`src/rtl/alu_dispatch.sv`:
```
// alu_dispatch: operand-supply and write-back stage in front of a registered ALU.
//
// The block holds an NREGS x DW register bank and a 4-bit status-flags register.
// It runs one command per valid/ready handshake through IDLE -> ISSUE -> CAPTURE.
// In ISSUE and CAPTURE it drives the ALU. At the end of CAPTURE it writes the
// ALU result back and optionally the flags. done pulses in the following IDLE cycle.
//
// Ports:
//   clk, rst                   clock and synchronous active-high reset
//   cmd_valid / cmd_ready      command handshake
//   cmd_op, cmd_dst, cmd_src   opcode, destination (operand A) index, operand B index
//   cmd_wb                     write result to R[dst] (ignored for cmp)
//   ld_en, ld_addr, ld_data    register load port (honoured only in IDLE)
//   dbg_addr / dbg_data        combinational register read-back
//   alu_a, alu_b, alu_op       ALU operand and opcode inputs
//   alu_enable_out             ALU enable
//   alu_result, alu_flags      registered ALU outputs, flags are {C, N, O, Z}
//   flags                      latched status flags
//   done                       one-cycle completion pulse
module alu_dispatch #(
  parameter int unsigned NREGS = 8,
  parameter int unsigned DW    = 8,
  localparam int unsigned AW   = $clog2(NREGS)
) (
  input  logic          clk,
  input  logic          rst,
  input  logic          cmd_valid,
  output logic          cmd_ready,
  input  logic [2:0]    cmd_op,
  input  logic [AW-1:0] cmd_dst,
  input  logic [AW-1:0] cmd_src,
  input  logic          cmd_wb,
  input  logic          ld_en,
  input  logic [AW-1:0] ld_addr,
  input  logic [DW-1:0] ld_data,
  input  logic [AW-1:0] dbg_addr,
  output logic [DW-1:0] dbg_data,
  output logic [DW-1:0] alu_a,
  output logic [DW-1:0] alu_b,
  output logic [2:0]    alu_op,
  output logic          alu_enable_out,
  input  logic [DW-1:0] alu_result,
  input  logic [3:0]    alu_flags,
  output logic [3:0]    flags,
  output logic          done
);

  localparam logic [2:0] OpAdd = 3'b000;
  localparam logic [2:0] OpSub = 3'b001;
  localparam logic [2:0] OpCmp = 3'b101;

  typedef enum logic [1:0] {StIdle, StIssue, StCapture} state_e;

  state_e          state_q, state_d;
  logic [DW-1:0]   regs_q [NREGS];
  logic [2:0]      op_q;
  logic [AW-1:0]   dst_q;
  logic [AW-1:0]   src_q;
  logic            wb_q;
  logic [3:0]      flags_q;
  logic            done_q;

  logic            accept;
  logic            issuing;
  logic            ld_write;
  logic            wb_write;
  logic            flag_write;

  // Next-state logic
  always_comb begin
    state_d = state_q;
    unique case (state_q)
      StIdle:    if (cmd_valid) state_d = StIssue;
      StIssue:   state_d = StCapture;
      StCapture: state_d = StIdle;
      default:   state_d = StIdle;
    endcase
  end

  assign cmd_ready = (state_q == StIdle) && !rst;
  assign accept    = cmd_valid && cmd_ready;
  assign issuing   = (state_q != StIdle);

  // Operands are read combinationally from the bank in ISSUE and CAPTURE. A load
  // that lands on the accept edge is therefore visible to the command. The bank
  // cannot change during CAPTURE, so the ALU inputs stay stable.
  assign alu_enable_out = issuing;
  assign alu_a          = issuing ? regs_q[dst_q] : '0;
  assign alu_b          = issuing ? regs_q[src_q] : '0;
  assign alu_op         = issuing ? op_q : 3'b000;

  assign ld_write   = ld_en && (state_q == StIdle);
  assign wb_write   = (state_q == StCapture) && wb_q && (op_q != OpCmp);
  assign flag_write = (state_q == StCapture) &&
                      ((op_q == OpAdd) || (op_q == OpSub) || (op_q == OpCmp));

  assign dbg_data = regs_q[dbg_addr];
  assign flags    = flags_q;
  assign done     = done_q;

  always_ff @(posedge clk) begin
    if (rst) begin
      state_q <= StIdle;
      op_q    <= 3'b000;
      dst_q   <= '0;
      src_q   <= '0;
      wb_q    <= 1'b0;
      flags_q <= 4'b0000;
      done_q  <= 1'b0;
      for (int i = 0; i < NREGS; i++) begin
        regs_q[i] <= '0;
      end
    end else begin
      state_q <= state_d;
      done_q  <= (state_q == StCapture);
      if (accept) begin
        op_q  <= cmd_op;
        dst_q <= cmd_dst;
        src_q <= cmd_src;
        wb_q  <= cmd_wb;
      end
      if (flag_write) begin
        flags_q <= alu_flags;
      end
      // Loads happen only in IDLE and write-back only in CAPTURE, so at most one
      // of them is active on any edge.
      for (int i = 0; i < NREGS; i++) begin
        if (ld_write && (ld_addr == AW'(i))) begin
          regs_q[i] <= ld_data;
        end else if (wb_write && (dst_q == AW'(i))) begin
          regs_q[i] <= alu_result;
        end
      end
    end
  end

endmodule
```
`config.mk`:
```
export PLATFORM = sky130hd
export DESIGN_NAME = alu_dispatch
export DESIGN_NICKNAME = d
export VERILOG_FILES = /design/src/rtl/alu_dispatch.sv
export SDC_FILE = /design/constraint.sdc
export NUM_CORES = 1
export LEC_CHECK = 0
export CORE_MARGIN = 3
export CORE_UTILIZATION = 40
export CTS_CLUSTER_DIAMETER = 60
export CTS_CLUSTER_SIZE = 30
export DETAILED_ROUTE_END_ITERATION = 6
export GPL_ROUTABILITY_DRIVEN = 0
export GPL_TIMING_DRIVEN = 0
export HOLD_SLACK_MARGIN = 0.03
export SYNTH_ARGS = -nofsm -noshare
export SYNTH_HDL_FRONTEND = slang
export SYNTH_SLANG_ARGS = --single-unit
export TNS_END_PERCENT = 20
```
`constraint.sdc`:
```
create_clock -name clk -period 4.2 [get_ports clk]
set_input_delay 0.42 -clock clk [delete_from_list [all_inputs] [get_ports clk]]
set_output_delay 0.42 -clock clk [all_outputs]
set_load 0.1 [all_outputs]
```
# After elaboration in Yosys (flattened, before gate mapping)
# Memory sizes are Yosys's and may differ from the RTL's. A register that Yosys moved wholly into a read port is not among the register bits.
# Index checks and enable logic that the tools add are counted.
dict set report classes {
  bitwise_logic 16
  n_reduce_logical 30
  n_eq_ne 20
  muxes 83
}
# cell count
set ops {}
lappend ops {{2-to-1 mux 8 bit} 18}
lappend ops {{2-to-1 mux 1 bit} 58}
lappend ops {{== test 3 bit (second input constant)} 9}
lappend ops {{logical AND 1 bit} 22}
lappend ops {{bitwise OR 1 bit} 16}
lappend ops {{2-to-1 mux 3 bit} 5}
lappend ops {{== test 3 x 2 -> 1 bit (second input constant)} 4}
lappend ops {{== test 3 x 1 -> 1 bit (second input constant)} 3}
lappend ops {{zero test 3 bit} 3}
lappend ops {{one-hot mux 2 bit (2 select lines)} 1}
lappend ops {{inequality test 3 bit (second input constant)} 1}
lappend ops {{== test 2 x 1 -> 1 bit (second input constant)} 1}
lappend ops {{== test 2 bit (second input constant)} 1}
lappend ops {{zero test 2 bit} 1}
lappend ops {{logical OR 1 bit} 2}
lappend ops {{2-to-1 mux 2 bit} 1}
lappend ops {{inequality test 2 bit (second input constant)} 1}
lappend ops {{nonzero test 2 bit} 1}
lappend ops {{zero test 1 bit} 1}
dict set report totals {
  n_memories 1
  out_inout_bits 34
  inputBits 40
  reg_bits 17
  ramBits 64
  word_cells 157
}
# memory words width read_ports rd_ports_with_merged_regs wr line
set memory_table {}
lappend memory_table {regs_q 8 8 3 2 8 55} ;# logic [DW-1:0] regs_q [NREGS];

# Depth between registers and ports, before layout
dict set report logic_depth {
  depth_word 9
  depth_mapped 6
  depth_no_buf 4
}

# Least setup slack after synthesis
# Ideal clock, no wire load.
dict set report synth_timing {
  path_type {input-to-reg}
  start {input port rst}
  end {memory regs_q[2][0], enable pin}
  path_slack_ns 0.286
  path_stages 6
  required_ns 3.871
  t_arrival_ns 3.585
  setup_ns 0.329
  path_buffers 2
  cell_sequence {nor3_1 -> and3b_1 -> clkbuf_1 -> buf_2 -> a21oi_1 -> nand2_1}
}
# element line
set synth_lines {}
lappend synth_lines {{from (decl)} 26} ;# input logic rst,
lappend synth_lines {{to (decl)} 55}

==> out/qor.txt <==
Die Area: 14,600 um^2
Post-Syn Nets: 458
number of port buffers: 62
total negative slack: 0 ns
startpoint types: register
met2 routed WL: 7950 um
max-cap violations: 0
CTS resizes: 0
Slew @ Worst Pin: 1.14 ns
Skew-Pair Late Insertion Delay: 0.34 ns
Sw Share: 29.6%
initial DRC count: 396
CP arrival: 3.49 ns
peak supply drop: 199 uV
Syn Inst Count: 418
CP required: 3.78 ns
# setup viols final: 0
Filler cells: 1,144
WL/cell: 23.6 um
vias in the first global route: 4,054
final worst path period share: 93.1%
fin nets: 531
Hold Path Class: reg -> reg
Max Root-Sink Buffers: 2
Net Switching: 725 uW
Setup CP Type: reg -> out
CTS tree: yes
Crit path largest cell delay: 1.15 ns
Reg power frac: 40.9%
PnR Total Power: 2.45 mW
top sig layer: met4
FF-to-FF path depth: 5
worst-path cell chain: buf_1, clkbuf_1, mux4_2, mux2i_1, nor2_1, clkdlybuf4s50_1
RSZ-0062 raised after global routing: false
Yosys top cell area share: 36.3%
Die H: 121 um
Seq cells post-synth: 87
WL met1: 6230 um
CP max stage cell: clkdlybuf4s50_1
Final Max Slew Viols: 0
CTS Buf Count: 9
Hold Crit Endpoint: wb_q
initial core utilization: 41.4%
most common cell in the netlist: edfxtp_1
io pins: 74
static leakage: 2.23 nW
1st-pass router iterations: 5
final setup margin: 0.288 ns
Vias: 3,998
Post-CTS Hold Fix Bufs: 0
EDFF count, synth: 64
Post-Syn Area: 5290 um^2
hold path start: wb_q
register area share after synthesis: 45.1%
area leader, netlist: edfxtp_1
Crit path max-delay family: buffers and inverters
Post-Route WL: 15,800 um
initial antenna violation count: 0
Critical Path End Type: primary output
Place WS: 0.595 ns
gr ovfl total: 0
Logic pwr share: 23.0%
status: finished clean
Relative slew margins: 23.2%
H-tree depth: 3
Total GRT Usage: 22.1%
# diodes: 0
ys flop type: edfxtp_1
minimum clock period: 3.91 ns
DRC: 0
first-pass GRT wire length: 23,800 um
clock-pin slew on the worst setup and hold paths: 0.06 ns
Clk pwr share: 36.1%
Layout Skew: 0.00738 ns
top cells by count, synth: 64 x edfxtp_1, 48 x mux4_2, 42 x nand2_1
Worst R2R Setup Slack: 1.66 ns
reg2reg start: dst_q[1]
yosys warns: 0
core footprint: 12,800 um^2
Synth-to-Final Area Change: 22.0%
# Post-CTS Setup Buffers: 0
cell internal pwr: 1.72 mW
FFs w/ async S/R, synth: 0%
DRT antenna net count: 0
PwrDens: 379 nW/um^2
pin count of the biggest net entering global routing: 14
clock sink count: 87
endpoints failing hold: 0
WL met3: 1190 um
layout cell share with drive strength beyond 1: 22.2%
Via density: 5.99
Area contributors post-synth: edfxtp_1 36%, mux4_2 20%, dfxtp_1 8.7%
CP Max Fanout: 10
DIE WIDTH: 121 um
Hold Path Depth: 2
worst path bufs/invs: 3
worst hold slack: 0.477 ns
Reg-to-Reg End: regs_q[2][4]
root cell of the clock tree: clkbuf_16
hpwl dp: 11,300 um
Peak Freq: 256 MHz
syn_area_per_cell: 12.6 um^2
Cell variety after synth: 40
site row count: 41
==> cell families (layout without fill, tap and decap cells) <==
logic type | Yosys count | after routing | share of synthesized area [%]
multiplexers | 92 | 92 | 29.3
buffers and inverters | 48 | 126 | 4.00
AO/OA/AOI/OAI | 59 | 59 | 8.68
flip-flops | 87 | 87 | 45.1
AND/OR/NAND/NOR | 132 | 132 | 12.9
==> layer usage <==
layer / vias up / track usage (%)
met5: - / 0
met4: 0 / 8.43
met3: 34 / 3.78
met2: 213 / 37.3
met1: 1974 / 28.5
li1: 1777 / -
==> worst max path at each step <==
stage	from	endpoint	slack, ns	cells after the start
3_3_place_gp	register	alu_a[0]	0.70	6
4_1_cts	register	alu_b[6]	0.31	6
5_1_grt	register	alu_a[0]	0.22	6
6_report	register	alu_b[6]	0.29	6
2_1_floorplan	rst	regs_q[2][0]	0.29	6
3_5_place_dp	dbg_addr[1]	dbg_data[1]	0.59	5
==> layout make-up <==
cell class	instances	area, um^2	share of cell area [%]
inverter	3	11.3	0.175
clock buffer	13	260	4.04
tap	172	215	3.34
buffer	45	200	3.10
multi-input combinational	283	2690	41.8
clock inverter	3	65.1	1.01
timing repair buffer	62	621	9.62
sequential	87	2380	36.9
==> worst min-delay path: stages, from the launching register on <==
cell	delay (ns)
dfxtp_1	0.32
nand2_1	0.05
o21ai_0	0.06
==> state kept, by name, indices dropped and copies added, names as in the netlist, named ones only <==
name,cells
regs_q,64
state_q,2
wb_q,1
flags,4
op_q,3
src_q,3
dst_q,3
done,1
==> cell usage in the layout, fill, tap and decap left out, drive strengths merged, types with 2 or more instances in the layout <==
cell and instances:
and2 4, nand4 4, nand2b 3, edfxtp 64
bufinv 2, nor2 41, buf 31, inv 3
nand3 12, o21ai 17, a21oi 5, clkbuf 27
and3b 2, a22o 8, nor3 3, nor4 2
clkdlybuf4s50 62, o211ai 2, nand2 42, dfxtp 23
mux2 24, mux4 48, mux2i 20, a32o 23
a211o 3, nor2b 13
==> per-stage QoR <==
stage               instance area (um^2)  util (%)  std cells
global route                        6450      50.5        668
floorplan                           5290         -        418
detailed placement                  6120      47.9        652
finish                              6450      50.5        668
global placement                    6120      47.9        652
CTS                                 6450      50.5        668
==> power groups by stage <==
stage | logic, mW | registers (mW) | clock network, mW
final | 0.563 | 1.00 | 0.882
after detailed placement | 0.563 | 1.02 | 0
after global placement | 0.558 | 1.02 | 0
after CTS | 0.564 | 1.00 | 0.881
after floorplan | 0.394 | 1.02 | 0
after global routing | 0.589 | 1.01 | 0.909
Note: power is estimated with default switching activity, not from simulation.
